### src/rtl/regfile_writeback_arbiter.sv
// Round-robin arbiter sharing the register file's single writeback port among
// PORTCOUNT return-path requesters, with one registered output stage.
module regfile_writeback_arbiter #(
  parameter int DATABITWIDTH    = 16,
  parameter int REGADDRBITWIDTH = 4,
  parameter int PORTCOUNT       = 4,
  parameter int GRANTBITWIDTH   = 2,
  parameter int COUNTBITWIDTH   = 16
) (
  input  logic                                 clk,
  input  logic                                 async_rst_n,
  input  logic                                 clk_en,
  input  logic [PORTCOUNT-1:0]                 Req_Valid,
  input  logic [PORTCOUNT*REGADDRBITWIDTH-1:0] Req_Address,
  input  logic [PORTCOUNT*DATABITWIDTH-1:0]    Req_Data,
  output logic [PORTCOUNT-1:0]                 Req_Ready,
  output logic                                 Mem_Write_En,
  output logic [REGADDRBITWIDTH-1:0]           Mem_Write_Address,
  output logic [DATABITWIDTH-1:0]              Mem_Write_Data,
  output logic [GRANTBITWIDTH-1:0]             Grant_Index,
  output logic                                 Busy,
  output logic [COUNTBITWIDTH-1:0]             Write_Count
);

  localparam logic [GRANTBITWIDTH:0]   PORTCOUNT_W = PORTCOUNT[GRANTBITWIDTH:0];
  localparam logic [GRANTBITWIDTH-1:0] LAST_INDEX  = GRANTBITWIDTH'(PORTCOUNT - 1);
  localparam logic [COUNTBITWIDTH-1:0] COUNT_MAX   = {COUNTBITWIDTH{1'b1}};

  logic [GRANTBITWIDTH-1:0]   rrPointer_r;
  logic                       memWriteEn_r;
  logic [REGADDRBITWIDTH-1:0] memWriteAddress_r;
  logic [DATABITWIDTH-1:0]    memWriteData_r;
  logic [GRANTBITWIDTH-1:0]   grantIndex_r;
  logic [COUNTBITWIDTH-1:0]   writeCount_r;

  logic                       grantFound_s;
  logic [GRANTBITWIDTH-1:0]   grantIdx_s;
  logic [GRANTBITWIDTH:0]     candSum_s;
  logic [GRANTBITWIDTH-1:0]   candIdx_s;
  logic [GRANTBITWIDTH-1:0]   nextPointer_s;
  logic [REGADDRBITWIDTH-1:0] selAddress_s;
  logic [DATABITWIDTH-1:0]    selData_s;
  logic                       transfer_s;
  logic                       selNonZero_s;

  // Round-robin search: first valid requester at or after the pointer, wrapping.
  always_comb begin
    grantFound_s = 1'b0;
    grantIdx_s   = {GRANTBITWIDTH{1'b0}};
    candSum_s    = {(GRANTBITWIDTH+1){1'b0}};
    candIdx_s    = {GRANTBITWIDTH{1'b0}};
    for (int i = 0; i < PORTCOUNT; i++) begin
      candSum_s = {1'b0, rrPointer_r} + i[GRANTBITWIDTH:0];
      if (candSum_s >= PORTCOUNT_W) begin
        candSum_s = candSum_s - PORTCOUNT_W;
      end else begin
        candSum_s = candSum_s;
      end
      candIdx_s = candSum_s[GRANTBITWIDTH-1:0];
      if (!grantFound_s && Req_Valid[candIdx_s]) begin
        grantFound_s = 1'b1;
        grantIdx_s   = candIdx_s;
      end else begin
        grantFound_s = grantFound_s;
      end
    end
  end

  // One-hot ready plus the granted requester's address/data slices.
  always_comb begin
    Req_Ready    = {PORTCOUNT{1'b0}};
    selAddress_s = {REGADDRBITWIDTH{1'b0}};
    selData_s    = {DATABITWIDTH{1'b0}};
    for (int i = 0; i < PORTCOUNT; i++) begin
      if (grantIdx_s == i[GRANTBITWIDTH-1:0]) begin
        Req_Ready[i] = async_rst_n & clk_en & grantFound_s;
        selAddress_s = Req_Address[i*REGADDRBITWIDTH +: REGADDRBITWIDTH];
        selData_s    = Req_Data[i*DATABITWIDTH +: DATABITWIDTH];
      end else begin
        Req_Ready[i] = 1'b0;
      end
    end
  end

  // Pointer successor of the current grant, wrapping modulo PORTCOUNT.
  always_comb begin
    if (grantIdx_s == LAST_INDEX) begin
      nextPointer_s = {GRANTBITWIDTH{1'b0}};
    end else begin
      nextPointer_s = grantIdx_s + {{(GRANTBITWIDTH-1){1'b0}}, 1'b1};
    end
  end

  assign transfer_s   = clk_en & grantFound_s;
  assign selNonZero_s = (selAddress_s != {REGADDRBITWIDTH{1'b0}});

  // Output stage, RR pointer and saturating write counter.
  always_ff @(posedge clk or negedge async_rst_n) begin
    if (!async_rst_n) begin
      rrPointer_r       <= {GRANTBITWIDTH{1'b0}};
      memWriteEn_r      <= 1'b0;
      memWriteAddress_r <= {REGADDRBITWIDTH{1'b0}};
      memWriteData_r    <= {DATABITWIDTH{1'b0}};
      grantIndex_r      <= {GRANTBITWIDTH{1'b0}};
      writeCount_r      <= {COUNTBITWIDTH{1'b0}};
    end else if (transfer_s) begin
      rrPointer_r       <= nextPointer_s;
      memWriteAddress_r <= selAddress_s;
      memWriteData_r    <= selData_s;
      grantIndex_r      <= grantIdx_s;
      // Register 0 is hardwired: accepted but never written or counted.
      memWriteEn_r      <= selNonZero_s;
      if (selNonZero_s && (writeCount_r != COUNT_MAX)) begin
        writeCount_r <= writeCount_r + {{(COUNTBITWIDTH-1){1'b0}}, 1'b1};
      end else begin
        writeCount_r <= writeCount_r;
      end
    end else begin
      memWriteEn_r <= 1'b0;
    end
  end

  assign Mem_Write_En      = memWriteEn_r;
  assign Mem_Write_Address = memWriteAddress_r;
  assign Mem_Write_Data    = memWriteData_r;
  assign Grant_Index       = grantIndex_r;
  assign Write_Count       = writeCount_r;
  assign Busy              = (|Req_Valid) | memWriteEn_r;

endmodule
### config.mk
export PLATFORM = sky130hd
export DESIGN_NAME = regfile_writeback_arbiter
export DESIGN_NICKNAME = d
export VERILOG_FILES = /design/src/rtl/regfile_writeback_arbiter.sv
export SDC_FILE = /design/constraint.sdc
export NUM_CORES = 1
export LEC_CHECK = 0
export BUFFER_PORTS_ARGS = -buffer_cell sky130_fd_sc_hd__buf_4
export CORE_MARGIN = 2
export CORE_UTILIZATION = 41
export CTS_CLUSTER_DIAMETER = 150
export DETAILED_ROUTE_END_ITERATION = 12
export PLACE_DENSITY = 0.83
export SLEW_MARGIN = 20
export SYNTH_ARGS = -nofsm -noshare
export SYNTH_HDL_FRONTEND = slang
export SYNTH_SLANG_ARGS = --single-unit
### constraint.sdc
create_clock -name clk -period 2.95 [get_ports clk]
set_input_delay 0.1475 -clock clk [delete_from_list [all_inputs] [get_ports clk]]
set_output_delay 0.1475 -clock clk [all_outputs]
set_load 0.05 [all_outputs]
---- After elaboration in Yosys (flattened, before gate mapping) ----
Cells that the tools add are included.
Widths: inputs -> output; s select.
storage, ports and cells
  output and inout bits ................... 44
  bits in registers ....................... 41
operators by class
  reductions and logical operators ........ 11
  multiplexer cells ....................... 34
  bitwise logic cells ..................... 4
  equal/unequal tests ..................... 4
  $add $sub $neg .......................... 9
  order comparisons ....................... 8
operator list
  kind                   number
  $mux 16                4
  $mux 2                 9
  $add 16x1->16 const B  1
  $mux 4                 4
  $ne 16x16->1 const B   1
  $mux 1                 13
  $lt 2x3->1 const B     4
  $ge 3x3->1 const B     3
  $bmux 1 s2             4
  $sub 2x1->2 const B    4
  $add 2x2->3 const B    2
  $eq 2x2->1 const B     2
  $logic_and 1x1->1      4
  $reduce_bool 4->1      1
  $reduce_or 4->1        1
  $add 2x1->3 const B    1
  $and 1x1->1            3
  $ge 2x3->1 const B     1
  $logic_not 1->1        3
  $add 2x1->2 const B    1
  $eq 2x1->1 const B     1
  $logic_not 2->1        1
  $reduce_and 2->1       1
  $or 1x1->1             1

---- Longest topological paths before layout ----
Gate-level depths: netlist (run 1).
  word-level depth ........................ 22
  gate-level depth with buffers ........... 14
  mapped depth without buffers ............ 12

---- Least setup slack after synthesis (run 1) ----
Ideal clock, no wire load.
  kind .................................... register to register
  start ................................... register rrPointer_r[1]
  end ..................................... register writeCount_r[1] (netlist: Write_Count[1])
  cell stages (with the launch flop) ...... 14
  path buffers ............................ 1
  period minus slack after synthesis ...... 2.755 ns
  arrival ................................. 2.630 ns
  path slack .............................. 0.195 ns
  required time ........................... 2.825 ns
  cell sequence ........................... dfrtp_1 -> inv_1 -> a22oi_1 -> o221ai_1 -> nor2_1 -> inv_1 -> ha_1 -> buf_6 -> or2_1 -> a221oi_1 -> o22ai_1 -> nor3_4 -> nor2_1 -> mux2_4
between the ends
  longest elaborated chain between the ends .. 22
  elaborated cells on any way between the ends .. 49
  those cells by class .................... 7 x add/sub; 4 x order compare; 3 x eq/ne; 24 x mux; 1 x bitwise; 10 x reduce/logical
ends and longest elaborated chain
  element                                               RTL line  text
  start: declaration                                    29        logic [GRANTBITWIDTH-1:0] rrPointer_r;
  start signal: assignment                              100       rrPointer_r <= {GRANTBITWIDTH{1'b0}};
  start signal: assignment                              107       rrPointer_r <= nextPointer_s;
  branches (longest 13 deep; another with $add 2x1->3)  --
  $mux 2 *                                              60        if (!grantFound_s && Req_Valid[candIdx_s]) begin
  named net grantIdx_s[0]                               37        logic [GRANTBITWIDTH-1:0] grantIdx_s;
  $logic_not 2->1                                       75        if (grantIdx_s == i[GRANTBITWIDTH-1:0]) begin
  $mux 4 (3 in a row)                                   75
  $mux 4 *                                              75
  $reduce_bool 4->1 *                                   95        assign selNonZero_s = (selAddress_s != {REGADDRBITWIDTH{1'b0}});
  $logic_and 1x1->1 *                                   113       if (selNonZero_s && (writeCount_r != COUNT_MAX)) begin
  $reduce_and 2->1 (no line) *                          --
  end signal: assignment                                105       writeCount_r <= {COUNTBITWIDTH{1'b0}};
  end signal: assignment                                114       writeCount_r <= writeCount_r + {{(COUNTBITWIDTH-1){1'b0}}, 1'b1};
  end signal: assignment                                116       writeCount_r <= writeCount_r;
  end: declaration                                      34        logic [COUNTBITWIDTH-1:0] writeCount_r;
Mark *: on every way through the listed nets, which the timed path passes. The select of a mux whose other input is x is not followed.
A chain may end at the register's enable or synchronous reset.

---- Worst setup path after layout (run 1) ----
Same ends and word-level chain as after synthesis.

==> impl_metrics.yaml, run 1 <==
clock_network:
  clkSinkCount: 41
  clock_path_buffers: 2
  clkSlewWorstSetupHoldPaths_ns: 0.08
  clk_latency_ns: 0.29
  numCtsBuffers: 5
  cts_root_buf: "clkbuf_8"
  cts_tree: "done"
  h-tree-depth: 2
floorplanning:
  rows: 27
  ios: 131
  core_sq_um: 5610
  die_h_um: 80.9
  dieArea_sq_um: 6540
  die_width_um: 80.9
  start_util_pct: 43.2
sta:
  max_freq_mhz: 356
  min_period_ns: 2.81
  period_share_pct: 95.2
  tightest_slew_ns: 0.829
  finalSetupViolCount: 0
  setup-tns-final_ns: 0
  setup_ws_ns: 0.142
  whs_ns: 0.151
  hold_viol_final: 0
  finalClockSkew_ns: 0.00761
  maxSlewHeadroom_pct: 44.6
  slew_violations: 0
hold_path:
  hold_class: "input port to flip-flop"
placement:
  placed_area_sq_um: 3500
  gp_congestion: 0.902
  dp_cells: 468
  dp_slack_ns: 0.0858
  hpwl_um: 5840
  numPortBuffers: 130
global_routing:
  grt_overflow: 0
  first_global_vias: 2521
  grt_max_degree: 46
  grt_pass1_wl_um: 11400
  antenna_found_initial: 0
  grt.total_usage_pct: 22.7
logic_synthesis:
  syn_inst: 273
  synth.top_cell.area_share_pct: 42.4
  avgSynthCellArea_sq_um: 8.87
  ys_seq_area_share_pct: 42.4
  ys_ff_latch: 41
  yosysWarnings: 0
  yosysTopAreaCell: "dfrtp_1"
  synth_area_leaders: "dfrtp_1 42%, a221oi_1 6.9%, xor2_1 5.1%"
  synth.distinct_cells: 35
  async_flop_share_pct: 100
  ys.flop_type: "dfrtp_1"
  syn_area_sq_um: 2420
  synth_edf_count: 0
  syn_nets: 365
route:
  viasPerCell: 5.44
  wire_per_inst_um: 15.9
  drt_wl_total_um: 7590
  drcViolationCount: 0
  dr.first_iter.drc_count: 111
  final_antenna_net_count: 0
  firstDrtPassIters: 4
  route.vias.total: 2599
setup_path:
  endpoint_kind: "flip-flop"
  crit_top_cell: "inv_1"
  worstPathArrival_ns: 2.99
  path_cells: "inv_1 -> a22oi_1 -> o221ai_1 -> nor2_2 -> inv_1 -> ha_1 -> or2_4 -> a221oi_2 -> o22ai_2 -> nor3_4 -> nor2_1 -> mux2_4"
  cpPeakStageDelay_ns: 0.43
  cp_max_fo: 5
  slowest_stage: "dfrtp_1"
  start_kind: "flip-flop"
  critPathKind: "flip-flop to flip-flop"
  worstPathRequired_ns: 3.13
final_layout:
  final_area_sq_um: 3690
  nets: 497
  final_common_cell: "buf_4"
  antenna_cells: 0
  final_cell_mix: "142 x buf_4, 41 x dfrtp_1, 27 x nand2_1"
  drive_gt1_share_pct: 41.1
  area_growth_pct: 52.2
  fin_cells: 478
  nFillCells: 486
  finish.utilization_pct: 65.8
power_and_ir_drop:
  p_comb_share_pct: 61.3
  internal_power_mw: 1.84
  p_switching_mw: 1.78
  seqPwrFrac_pct: 25.7
  peakVddDrop_v: 0.000568
  finalPower_mw: 3.62
  p_leak_nw: 1.83
  power_frac_clock_pct: 13.0
  switching_share_pct: 49.1
  p_per_area_nw_per_um2: 982
outcome:
  outcome: "complete, no violations"
flow_run:
  maxCapViolations: 0
==> power groups by stage <==
stage                     combinational (mW)  clock [mW]  sequential, mW
after floorplan                        0.792           0            1.59
after global placement                  2.12           0           0.932
after detailed placement                2.16           0           0.936
after CTS                               2.16       0.480           0.930
after global routing                    2.36       0.512           0.961
final                                   2.22       0.471           0.931
==> critical path: cells and delay by family (launching register included) <==
family          cells  cell delay (ns)
compound gates      4             0.71
flops               1             0.43
fa+ha+maj           1             0.26
mux                 1             0.31
buf+inv             2             0.16
simple gates        4             0.81
==> Yosys cell counts (5+ instances only) <==
master / number
dfrtp_1: 41
nand2_1: 27
a21oi_1: 21
nor3_1: 21
o21ai_0: 20
a221oi_1: 19
nor2b_1: 18
xor2_1: 14
nor2_1: 13
clkbuf_1: 12
inv_1: 8
nand3_1: 7
and3_1: 6
ha_1: 5
nor3b_1: 5
==> kinds of logic after synthesis <==
family	after synthesis	share of synthesized area (%)
buf+inv	27	5.01
simple gates	111	24.0
xor+xnor	14	5.06
compound gates	70	18.6
fa+ha+maj	5	2.58
mux	5	2.38
flops	41	42.4
==> final cells by class <==
class | count | area (sq um) | area share (%)
Clock buffer | 6 | 82.6 | 2.24
Clock inverter | 2 | 37.5 | 1.02
Inverter | 8 | 30.0 | 0.814
Multi-Input combinational cell | 205 | 1330 | 35.9
Sequential cell | 41 | 1030 | 27.8
Tap cell | 72 | 90.1 | 2.44
Timing Repair Buffer | 144 | 1100 | 29.7
==> registers in the layout (all words and copies together) (netlist names) <==
register,flops
Mem_Write_Data,16
Write_Count,16
Mem_Write_Address,4
Grant_Index,2
rrPointer_r,2
Mem_Write_En,1
==> metal layers <==
layer | vias to the layer above | part of all wire [%] | track usage (%)
li1 | 1252 | - | -
met1 | 1219 | 40 | 27.2
met2 | 120 | 49 | 39.8
met3 | 8 | 9.6 | 6.11
met4 | 0 | 1.3 | 7.12
met5 | - | 0 | 0
==> repair_timing <==
action / 4_1_cts / 5_1_grt
setup endpoints to repair: 0 / 16
endpoints found under the hold margin: 41 / 0
gates resized for setup: 0 / 12
buffers inserted: 0 / 1
hold buffers: 1 / 0
==> path summary, 6_finish.rpt <==
kind	from	depth (start not counted)	slack, ns	endpoint
hold reg to reg	Mem_Write_Data[15]$_DFFE_PN0P_	2	0.49	Mem_Write_Data[15]$_DFFE_PN0P_
setup reg to reg	rrPointer_r[1]$_DFFE_PN0P_	12	0.14	Write_Count[1]$_DFFE_PN0P_
setup / recovery	rrPointer_r[1]$_DFFE_PN0P_	12	0.14	Write_Count[1]$_DFFE_PN0P_
min in group asynchronous	async_rst_n	2	0.38	Write_Count[10]$_DFFE_PN0P_
max in group asynchronous	async_rst_n	2	2.19	Mem_Write_Data[3]$_DFFE_PN0P_
hold / removal	Req_Data[59]	3	0.15	Mem_Write_Data[11]$_DFFE_PN0P_
Note: power is estimated with default switching activity, not from simulation.
==> inputs of run 2 (changes only) <==
--- a/config.mk
+++ b/config.mk
@@ -6,9 +6,9 @@
 export NUM_CORES = 1
 export LEC_CHECK = 0
 export BUFFER_PORTS_ARGS = -buffer_cell sky130_fd_sc_hd__buf_4
+export CORE_ASPECT_RATIO = 1.25
 export CORE_MARGIN = 2
 export CORE_UTILIZATION = 41
-export CTS_CLUSTER_DIAMETER = 150
 export DETAILED_ROUTE_END_ITERATION = 12
 export PLACE_DENSITY = 0.83
 export SLEW_MARGIN = 20
==> run 2 against run 1 <==
Against the previous run: sequential share of layout area decreased by 0.19 points; combinational power increased by 3%; largest power group unchanged; flip-flop and latch count unchanged; global-route usage increased by 0.16 points; final cell count decreased by 0.42%; fmax decreased by 1.0%; critical path depth increased by 1; clock power decreased by 14%; first-iteration DRC count increased by 23%; wire length increased by 3.7%.
==> impl_metrics.yaml, run 2 (synthesized netlist as in run 1, its figures left out) <==
outcome:
  outcome: "complete, no violations"
clock_network:
  clkSlewWorstSetupHoldPaths_ns: 0.08
  numCtsBuffers: 5
  cts_root_buf: "clkbuf_8"
  cts_tree: "done"
  clock_path_buffers: 2
  h-tree-depth: 2
  clk_latency_ns: 0.29
  clkSinkCount: 41
floorplanning:
  dieArea_sq_um: 6540
  start_util_pct: 42.2
  die_h_um: 89.9
  core_sq_um: 5740
  rows: 31
  die_width_um: 72.8
  ios: 131
setup_path:
  r2r-end: "Write_Count[13]$_DFFE_PN0P_"
  cp_max_fo: 14
  start_kind: "flip-flop"
  endpoint_kind: "flip-flop"
  critPathKind: "flip-flop to flip-flop"
  rr_startpoint: "rrPointer_r[1]$_DFFE_PN0P_"
  worstPathArrival_ns: 3.00
  worstPathRequired_ns: 3.11
  reg2reg_slack_ns: 0.11
  rr_worst_depth: 13
route:
  wire_per_inst_um: 16.5
  viasPerCell: 5.46
  final_antenna_net_count: 0
  firstDrtPassIters: 4
  drt_wl_total_um: 7870
  dr.first_iter.drc_count: 136
  route.vias.total: 2601
  drcViolationCount: 0
power_and_ir_drop:
  p_leak_nw: 1.85
  finalPower_mw: 3.61
  peakVddDrop_v: 0.000803
  p_per_area_nw_per_um2: 972
sta:
  min_period_ns: 2.84
  slew_violations: 0
  whs_ns: 0.155
  period_share_pct: 96.2
  setup-tns-final_ns: 0
  hold_viol_final: 0
  finalClockSkew_ns: 0.00452
  tightest_slew_ns: 0.719
  max_freq_mhz: 352
  maxSlewHeadroom_pct: 52.0
  finalSetupViolCount: 0
global_routing:
  antenna_found_initial: 0
  first_global_vias: 2486
  grt.total_usage_pct: 22.9
  grt_overflow: 0
  grt_max_degree: 46
  grt_pass1_wl_um: 11900
flow_run:
  maxCapViolations: 0
hold_path:
  hold_start: "Req_Data[51]"
  whs_path_depth: 3
  hold_end: "Mem_Write_Data[3]$_DFFE_PN0P_"
  hold_class: "input port to flip-flop"
placement:
  numPortBuffers: 130
  gp_congestion: 0.888
  dp_cells: 465
  hpwl_um: 6040
final_layout:
  nets: 501
  final_common_cell: "buf_4"
  final_cell_mix: "146 x buf_4, 41 x dfrtp_1, 27 x nand2_1"
  area_growth_pct: 53.3
  drive_gt1_share_pct: 41.7
  fin_cells: 476
  antenna_cells: 0
run 2: how the worst max path moves through the flow:
stage,startpoint,to,slack [ns],cells after the start
6_report,rrPointer_r[1]$_DFFE_PN0P_,Write_Count[13]$_DFFE_PN0P_,0.11,13
5_1_grt,rrPointer_r[1]$_DFFE_PN0P_,Write_Count[15]$_DFFE_PN0P_,-0.07,13
4_1_cts,rrPointer_r[1]$_DFFE_PN0P_,Write_Count[1]$_DFFE_PN0P_,0.008,12
3_5_place_dp,rrPointer_r[1]$_DFFE_PN0P_,Write_Count[1]$_DFFE_PN0P_,-0.005,12
3_3_place_gp,rrPointer_r[1]$_DFFE_PN0P_,Write_Count[1]$_DFFE_PN0P_,0.18,12
2_1_floorplan,rrPointer_r[1]$_DFFE_PN0P_,Write_Count[1]$_DFFE_PN0P_,0.19,13
run 2: critical path: stages (launching register included):
cell and delay [ns]:
dfrtp_1 0.43, inv_1 0.08, a22oi_1 0.16, o221ai_1 0.18
nor2_2 0.17, inv_1 0.08, ha_2 0.22, or2_4 0.28
a221oi_2 0.27, o22ai_2 0.14, nor3_4 0.29, buf_12 0.18
nor3_1 0.07, xor2_1 0.16
run 2: through the flow:
| stage | cell area [sq um] | utilization, % | worst slack [ns] |
|---|---|---|---|
| after floorplan | 2420 | - | 0.195 |
| after global routing | 3710 | 64.7 | -0.0746 |
| final | 3710 | 64.7 | 0.113 |
| after detailed placement | 3510 | 61.2 | -0.00455 |
| after CTS | 3630 | 63.3 | 0.00751 |
| after global placement | 3510 | 61.2 | 0.181 |
run 2: cell type report:
class / count / area (sq um)
Inverter: 8 / 30.0
Sequential cell: 41 / 1030
Tap cell: 66 / 82.6
Clock inverter: 1 / 5.00
Fill cell: 471 / 2030
Clock buffer: 7 / 96.3
Multi-Input combinational cell: 205 / 1350
Timing Repair Buffer: 148 / 1130
run 2: repair_timing:
item | 4_1_cts | 5_1_grt
pin swaps | 0 | 3
setup endpoints to repair | 1 | 16
hold buffers | 1 | 0
gates resized for setup | 1 | 13
setup buffers | 0 | 2
hold endpoints to repair | 41 | 0
run 2: power breakdown:
part | internal, mW | switching, mW
logic | 0.851 | 1.43
registers | 0.768 | 0.155
clock network | 0.212 | 0.191
total | 1.83 | 1.78
run 2: layer usage:
layer  wire [um]  track usage, %  vias up
li1            -               -     1254
met1        2920            28.1     1222
met2        3960            38.3      116
met3         881            6.95        9
met4          98            6.48        0
met5           0               0        -
==> inputs of run 3 (changes only) <==
--- a/config.mk
+++ b/config.mk
@@ -10,7 +10,7 @@
 export CORE_MARGIN = 2
 export CORE_UTILIZATION = 41
 export DETAILED_ROUTE_END_ITERATION = 12
-export PLACE_DENSITY = 0.83
+export PLACE_DENSITY_LB_ADDON = 0.15
 export SLEW_MARGIN = 20
 export SYNTH_ARGS = -nofsm -noshare
 export SYNTH_HDL_FRONTEND = slang
==> run 3 against run 2 <==
Against the previous run: global-route usage fell by 0.23 points; die area did not move; flip-flop and latch count stayed put; final cell count down 0.42%; critical endpoint is now Write_Count[1]$_DFFE_PN0P_; sequential share of layout area shrank 0.065 points; largest cell class unchanged; cell area is 0.24% higher; via count fell by 1.2%; first-iteration DRC count down 34%; fmax shrank 0.27%; wire length is 6.4% lower.
==> impl_metrics.yaml, run 3 (synthesized netlist as in run 1, its figures left out) <==
outcome:
  outcome: "complete, no violations"
power_and_ir_drop:
  finalPower_mw: 3.61
  p_leak_nw: 1.85
  peakVddDrop_v: 0.000615
  p_per_area_nw_per_um2: 971
route:
  final_antenna_net_count: 0
  drcViolationCount: 0
  wire_per_inst_um: 15.5
  dr.first_iter.drc_count: 90
  firstDrtPassIters: 4
  drt_wl_total_um: 7360
  viasPerCell: 5.42
  route.vias.total: 2571
floorplanning:
  die_width_um: 72.8
  dieArea_sq_um: 6540
  die_h_um: 89.9
  start_util_pct: 42.2
  ios: 131
  core_sq_um: 5740
  rows: 31
final_layout:
  nets: 499
  final_area_sq_um: 3720
  multi_input_area_sq_um: 1350
  fin_cells: 474
  final_common_cell: "buf_4"
  drive_gt1_share_pct: 41.9
  final_cell_mix: "142 x buf_4, 41 x dfrtp_1, 27 x nand2_1"
  area_growth_pct: 53.6
  regArea_sq_um: 1030
  antenna_cells: 0
  nFillCells: 509
sta:
  finalClockSkew_ns: 0.00580
  maxSlewHeadroom_pct: 62.6
  max_freq_mhz: 352
  min_period_ns: 2.84
  finalSetupViolCount: 0
  hold_viol_final: 0
  slew_violations: 0
  whs_ns: 0.145
  tightest_slew_ns: 0.555
  period_share_pct: 96.4
clock_network:
  clock_path_buffers: 2
  clkSlewWorstSetupHoldPaths_ns: 0.08
  cts_root_buf: "clkbuf_8"
  h-tree-depth: 2
  clkSinkCount: 41
  clk_latency_ns: 0.29
  cts_tree: "done"
  numCtsBuffers: 5
setup_path:
  path_cells: "mux2i_1 -> o221ai_2 -> nor2_2 -> inv_1 -> ha_1 -> or2_4 -> a221oi_1 -> nor2_2 -> nor3_4 -> buf_4 -> nor2_2 -> mux2_4"
  worstPathRequired_ns: 3.13
  crit_top_cell: "nor2_2"
  slowest_stage: "dfrtp_1"
  critPathKind: "flip-flop to flip-flop"
  worstPathArrival_ns: 3.02
  cpPeakStageDelay_ns: 0.42
  startpoint: "rrPointer_r[1]$_DFFE_PN0P_"
  path_buf_inv: 2
  endpoint_kind: "flip-flop"
  rr_startpoint: "rrPointer_r[1]$_DFFE_PN0P_"
  cp_max_fo: 5
  start_kind: "flip-flop"
  cp_top_family: "simple AND/OR/NAND/NOR gates"
hold_path:
  hold_class: "input port to flip-flop"
  hold_start: "Req_Data[60]"
placement:
  hpwl_um: 5520
  numPortBuffers: 130
  gp_congestion: 0.874
  placed_area_sq_um: 3480
  dp_cells: 461
global_routing:
  grt_pass1_wl_um: 11800
  antenna_found_initial: 0
  grt_max_degree: 46
  grt.total_usage_pct: 22.6
  first_global_vias: 2519
  grt_overflow: 0
flow_run:
  maxCapViolations: 0
==> run 3: cell count changes in the layout (fill, tap and decap cells not counted), sizes merged <==
cell | before | now
buf | 147 | 144
clkbuf | 7 | 8
==> run 3: routing by layer <==
layer	up-vias	global-route usage [%]	routed length, um
li1	1252	-	-
met4	0	7.25	180
met5	-	0	0
met3	16	6.73	630
met1	1203	27.4	2920
met2	100	38.0	3630
==> run 3: worst min-delay path: cells and delay by family <==
family	cells	cell delay, ns
buf+inv	1	0.08
compound gates	2	0.18
==> run 3: where the power goes <==
group	switching, mW	total (mW)	internal, mW	leakage, nW
clock network	0.192	0.403	0.211	0.0542
registers	0.160	0.928	0.768	0.517
logic	1.43	2.28	0.857	1.28
total	1.78	3.61	1.84	1.85
==> run 3: worst paths after layout <==
kind | end | slack [ns] | cells past startpoint
min in group asynchronous | Mem_Write_Data[4]$_DFFE_PN0P_ | 0.38 | 2
min | Mem_Write_Data[12]$_DFFE_PN0P_ | 0.15 | 3
max reg2reg | Write_Count[1]$_DFFE_PN0P_ | 0.11 | 12
max in group asynchronous | Write_Count[9]$_DFFE_PN0P_ | 2.20 | 2
min reg2reg | Mem_Write_Data[8]$_DFFE_PN0P_ | 0.49 | 2
max | Write_Count[1]$_DFFE_PN0P_ | 0.11 | 12
==> run 3: stage by stage <==
stage | TNS, ns | setup slack [ns] | util [%]
2_1_floorplan | 0 | 0.195 | -
3_3_place_gp | 0 | 0.219 | 60.7
3_5_place_dp | 0 | 0.0156 | 60.7
4_1_cts | 0 | 0.00481 | 62.6
5_1_grt | -0.258 | -0.0359 | 64.8
6_report | 0 | 0.105 | 64.8
==> run 3: area by class of cell <==
class | count | area share, %
flip-flops and latches | 41 | 27.6
clock inverters | 1 | 0.134
repair buffers | 146 | 30.4
clock buffers | 7 | 2.59
well taps | 66 | 2.22
multi-input cells | 205 | 36.2
inverters | 8 | 0.807
==> run 3: repair_timing <==
item	4_1_cts	5_1_grt
endpoints found under the setup margin	0	16
gates resized for setup	0	16
buffers inserted	0	3
endpoints found under the hold margin	41	0
hold buffers	1	0
